### config.mk
export PLATFORM = sky130hd
export DESIGN_NAME = uart_rx_os16
export DESIGN_NICKNAME = d
export VERILOG_FILES = /design/src/rtl/uart_rx_os16.sv
export SDC_FILE = /design/constraint.sdc
export NUM_CORES = 1
export LEC_CHECK = 0
export CAP_MARGIN = 30
export CORE_ASPECT_RATIO = 1.4
export CORE_MARGIN = 3
export CORE_UTILIZATION = 30
export DETAILED_ROUTE_END_ITERATION = 6
export GPL_TIMING_DRIVEN = 0
export PLACE_DENSITY = 0.61
export SYNTH_ARGS = -nofsm -noshare
export SYNTH_HDL_FRONTEND = slang
export SYNTH_SLANG_ARGS = --single-unit
export TNS_END_PERCENT = 5
### constraint.sdc
create_clock -name clk -period 1.7 [get_ports clk]
set_input_delay 0.34 -clock clk [delete_from_list [all_inputs] [get_ports clk]]
set_output_delay 0.34 -clock clk [all_outputs]
set_load 0.01 [all_outputs]
### src/rtl/uart_rx_os16.sv
// uart_rx_os16: 8N1 serial receiver oversampling on ticks derived from a 16x baud square wave
module uart_rx_os16 #(
    parameter int DATA_BITS = 8,
    parameter int OS        = 16,
    parameter int CNT_W     = 4
) (
    input  logic                 clk,
    input  logic                 rstn,
    input  logic                 baud16,
    input  logic                 rxd,
    output logic [DATA_BITS-1:0] dout,
    output logic                 dvalid,
    input  logic                 dready,
    output logic                 frame_err,
    output logic                 overrun
);
    localparam int BIT_W = DATA_BITS > 1 ? $clog2(DATA_BITS) : 1;
    localparam logic [CNT_W-1:0] CNT_HALF = CNT_W'(OS / 2 - 1);
    localparam logic [CNT_W-1:0] CNT_LAST = CNT_W'(OS - 1);
    localparam logic [BIT_W-1:0] BIT_LAST = BIT_W'(DATA_BITS - 1);

    typedef enum logic [1:0] {IDLE, START, DATA, STOP} state_t;

    state_t               state_q, state_d;
    logic [CNT_W-1:0]     cnt_q, cnt_d;
    logic [BIT_W-1:0]     bit_q, bit_d;
    logic [DATA_BITS-1:0] sh_q, sh_d;
    logic                 rxd_m, rxd_s;
    logic                 b_m, b_s, b_d;
    logic                 done_q, done_d, ferr_q, ferr_d;
    logic                 tick;

    // The divided clock is only ever sampled; each rising edge becomes a one-cycle enable.
    always_ff @(posedge clk or negedge rstn) begin
        if (!rstn) begin
            rxd_m <= 1'b1;
            rxd_s <= 1'b1;
            b_m   <= 1'b0;
            b_s   <= 1'b0;
            b_d   <= 1'b0;
        end else begin
            rxd_m <= rxd;
            rxd_s <= rxd_m;
            b_m   <= baud16;
            b_s   <= b_m;
            b_d   <= b_s;
        end
    end

    assign tick = b_s & ~b_d;

    always_ff @(posedge clk or negedge rstn) begin
        if (!rstn) begin
            state_q <= IDLE;
            cnt_q   <= '0;
            bit_q   <= '0;
            sh_q    <= '0;
            done_q  <= 1'b0;
            ferr_q  <= 1'b0;
        end else begin
            state_q <= state_d;
            cnt_q   <= cnt_d;
            bit_q   <= bit_d;
            sh_q    <= sh_d;
            done_q  <= done_d;
            ferr_q  <= ferr_d;
        end
    end

    always_comb begin
        state_d = state_q;
        cnt_d   = cnt_q;
        bit_d   = bit_q;
        sh_d    = sh_q;
        done_d  = 1'b0;
        ferr_d  = 1'b0;
        if (tick) begin
            case (state_q)
                IDLE: begin
                    if (!rxd_s) begin
                        state_d = START;
                        cnt_d   = '0;
                    end
                end
                START: begin
                    if (cnt_q == CNT_HALF) begin
                        state_d = rxd_s ? IDLE : DATA;
                        cnt_d   = '0;
                        bit_d   = '0;
                    end else begin
                        cnt_d = cnt_q + CNT_W'(1);
                    end
                end
                DATA: begin
                    if (cnt_q == CNT_LAST) begin
                        sh_d    = {rxd_s, sh_q[DATA_BITS-1:1]};
                        cnt_d   = '0;
                        bit_d   = bit_q + BIT_W'(1);
                        state_d = (bit_q == BIT_LAST) ? STOP : DATA;
                    end else begin
                        cnt_d = cnt_q + CNT_W'(1);
                    end
                end
                STOP: begin
                    if (cnt_q == CNT_LAST) begin
                        state_d = IDLE;
                        cnt_d   = '0;
                        done_d  = rxd_s;
                        ferr_d  = ~rxd_s;
                    end else begin
                        cnt_d = cnt_q + CNT_W'(1);
                    end
                end
                default: state_d = IDLE;
            endcase
        end
    end

    always_ff @(posedge clk or negedge rstn) begin
        if (!rstn) begin
            dout      <= '0;
            dvalid    <= 1'b0;
            frame_err <= 1'b0;
            overrun   <= 1'b0;
        end else begin
            frame_err <= ferr_q;
            overrun   <= done_q & dvalid & ~dready;
            if (done_q && (!dvalid || dready)) begin
                dout   <= sh_q;
                dvalid <= 1'b1;
            end else if (dvalid && dready) begin
                dvalid <= 1'b0;
            end
        end
    end
endmodule

==> reports/summary.md <==
The die extent in y is 89.3 µm. STA puts the critical path data required time at 1.87 ns. 16 I/O pins were placed. The worst path setup slack after routing came out at 0.00354 ns. The kind of cell with the highest combined delay on the critical path was simple AND/OR/NAND/NOR gates. Transition time of the tightest slew-check pin: 0.745 ns. Clock slew at the register clock pins of the worst setup and hold paths: 0.07 ns. The fill cell instance count of the final layout was 478. For this design the static power due to leakage is 0.841 nW. The via count normalized by instance count was 4.82. The count of input and output buffers came out at 15.

The die is 65.5 µm wide. For this run the aggregate overflow at the end of global routing stands at 0. The cell count after synthesis came out at 114.

Buffer type at the clock tree root: sky130_fd_sc_hd__clkbuf_8. The post-route clock period utilization was 99.8%. For the pre-CTS setup slack, the log shows -0.0569 ns.

The worst hold path belongs to the class in2async. The number of setup violations in the final report is 0. TritonCTS built the clock tree. In this run, CTS created clock tree buffers numbering 5.

For the placeable core region, the log shows 4640 µm². The run gives 2580 µm as the wire length reported by the detailed router. The run gives 2 as the clock tree buffer depth. The via count of the first global-routing pass was 1013; the flip-flop and latch count after synthesis was 35. The number of buffer and inverter instances along the worst setup path came out at 1. Timing would allow up to 0.589 GHz.

The number of flops mapped to enable cells by yosys was 0; the area of the die was 5850 µm². The hold violation total from the final report was 0. Clock period minus worst slack: 1.70 ns. Endpoint type of the worst setup path: a register.

The tools report the via count as 959. Setup repair after global routing could not meet its margin everywhere. The maximum cell stage delay along the critical path is 0.43 ns, and the initial cell density of the core is 32.0%.

Summing every instance area after synthesis gives 1490 µm². The first global-routing pass estimated 4550 µm of wire. Entering global routing, the biggest net connects 36 pins. The residual DRC count came out at 0.

The share of layout cells above drive strength 1 came out at 27.0%. The peak ir drop on the vdd network was 0.000452 V; the hold buffer count at CTS was 0. Dividing total power by cell area gives a power density of 1080 nW/µm². 0 antenna diodes ended up in the layout. The final routed wire length divided by cell count was 13.0 µm; the number of antenna violations at the first check in global routing was 0.

The finished cells cover 1810 µm². The classification of the worst setup path is reg2reg. The critical path goes through ha_2 > buf_6 > nand4b_4 > or3_4 > mux2_4. At the later pin of the worst-skew pair, clock insertion delay measures 0.28 ns. The number of levels the H-tree was split into is 2, and the headroom to the max-slew limit is 50.3%. The worst-path cell with the longest stage delay was sky130_fd_sc_hd__or3_4. Across every metal layer, demand over resource in global routing totals 10.3%. Of all nets on the critical path, the largest fanout is 7. From synthesis to final layout, the design area changed by 21.7%. Critical path launch point type: a register.

The tree built by TritonCTS fans out to 35 sinks. For this block, the initial DRC count from the detailed router was 38. Counting flops with an async set or reset pin after synthesis yields a share of 100%. The flow ran to the end, and the final reports show no timing, DRC or antenna violations.

The number of nets in the synthesized netlist was 122; the number of library cell types mapped by synthesis was 37. The logs give 0 for the max-capacitance violation count and 29 for the site row count. The Yosys step of the flow raised 0 warnings.

The net count of the finished layout is 144. Before antenna repair, the detailed router went through 4 iterations. The tools report the max-slew violation count as 0. STA puts the critical path data arrival time at 1.86 ns. Sequential elements use 59.0% of the synthesized area. At the end of the flow the core is filled with cells to 39.0%. For the post-route clock skew, the log shows 0.00561 ns. In the synthesized netlist the dominant register cell turns out to be sky130_fd_sc_hd__dfrtp_1. The post-detailed-route count of antenna-violating nets came out at 0. After legalization and detailed placement, the total HPWL measured 1820 µm. After detailed placement, the total cell area comes to 1710 µm².

A synthesized cell averages 13.0 µm². Routability-driven placement finished with a final weighted congestion of 0.812.
## area by class of cell
| type | count | area, µm² | area share, % |
|---|---|---|---|
| Sequential cell | 35 | 878 | 48.5 |
| Multi-Input combinational cell | 69 | 561 | 31.0 |
| Timing Repair Buffer | 16 | 153 | 8.43 |
| Clock buffer | 7 | 86.3 | 4.77 |
| Tap cell | 62 | 77.6 | 4.28 |
| Buffer | 5 | 35.0 | 1.94 |
| Inverter | 4 | 15.0 | 0.829 |
| Clock inverter | 1 | 5.00 | 0.276 |
## logic make-up (layout without fill, tap and decap cells)
group                      after synthesis  after routing  share of synthesized area (%)
DFF                                     35             35                           59.0
muxes                                   17             17                           14.0
adders and majority gates                3              3                           2.52
buffers and inverters                   10             33                           4.12
xor gates and xnor gates                 1              1                          0.589
and+or+nand+nor                         28             28                           10.8
AOI/OAI and AO/OA                       20             20                           8.92
## sequential cells by signal, indices dropped and copies added, names as in the netlist, named ones only
signal / cells
dout: 8
state_q: 1
cnt_q: 4
sh_q: 8
overrun: 1
dvalid: 1
b_m: 1
frame_err: 1
done_q: 1
rxd_m: 1
b_d: 1
b_s: 1
bit_q: 3
rxd_s: 1
ferr_q: 1
## cells in the final DEF (no fill, tap or decap), drive strengths merged
cell type,count
a2111oi,1
a211oi,1
a21oi,3
a22o,3
a311oi,1
a31o,1
a31oi,2
and2,1
and2b,1
and3,1
and4b,1
buf,4
clkbuf,10
clkdlybuf4s50,14
clkinv,1
dfrtp,33
dfstp,2
ha,3
inv,4
mux2,16
mux2i,1
nand2,8
nand2b,1
nand3,2
nand4,1
nand4b,1
nor2,6
nor2b,1
nor3,2
o211ai,1
o21ai,5
o22ai,2
or2,1
or3,1
xor2,1
## timing repair
item / 4_1_cts / 5_1_grt
gates resized for setup: 1 / 2
setup endpoints to repair: 8 / 12
pin swaps: 0 / 1
setup buffers: 0 / 1
endpoints found under the hold margin: 0 / 0
## metrics by stage
step                      cells  setup TNS [ns]  hold WS (ns)  power [W]
final                       199               0         0.121    0.00196
after global routing        199          -0.369         0.179    0.00208
after CTS                   199          -0.185         0.142    0.00197
after detailed placement    191          -0.436         0.341    0.00135
after global placement      191          -11.87         0.331    0.00132
after floorplan             114               0        0.0444    0.00125
## metal layers
layer | part of all wire (%) | global-route usage, %
met4 | 1.4 | 5.28
met3 | 3.6 | 2.64
met2 | 55 | 19.1
met1 | 40 | 10.5
met5 | 0 | 0
## Yosys cell counts (2+ instances only)
cell type,count,area (µm²)
sky130_fd_sc_hd__dfrtp_1,33,826
sky130_fd_sc_hd__mux2_2,11,124
sky130_fd_sc_hd__nand2_1,7,26.3
sky130_fd_sc_hd__nor2_1,6,22.5
sky130_fd_sc_hd__mux2_4,5,75.1
sky130_fd_sc_hd__inv_1,4,15.0
sky130_fd_sc_hd__o21ai_0,4,20.0
sky130_fd_sc_hd__a21oi_1,3,15.0
sky130_fd_sc_hd__a22o_1,3,26.3
sky130_fd_sc_hd__buf_6,3,33.8
sky130_fd_sc_hd__ha_1,3,37.5
sky130_fd_sc_hd__a31oi_1,2,12.5
sky130_fd_sc_hd__clkbuf_1,2,7.51
sky130_fd_sc_hd__dfstp_2,2,52.6
sky130_fd_sc_hd__nand3_1,2,10.0
sky130_fd_sc_hd__nor3_1,2,10.0
sky130_fd_sc_hd__o22ai_1,2,12.5
## power by group
part           switching [W]  internal [W]
logic               0.000236      0.000178
registers          0.0000388      0.000897
clock network       0.000281      0.000326
total               0.000557       0.00140
## path summary, 6_finish.rpt
kind	startpoint	to	slack [ns]	depth (start not counted)
worst max-delay path	cnt_q[0]	sh_q[1]	0.004	5
worst min-delay path	rstn	dout[1]	0.12	1
worst max register to register	cnt_q[0]	sh_q[1]	0.004	5
worst min register to register	b_m	b_s	0.35	0
max in group asynchronous	rstn	cnt_q[3]	1.11	1
min in group clk	b_m	b_s	0.35	0
No activity file was read; power rests on OpenSTA's default activity.
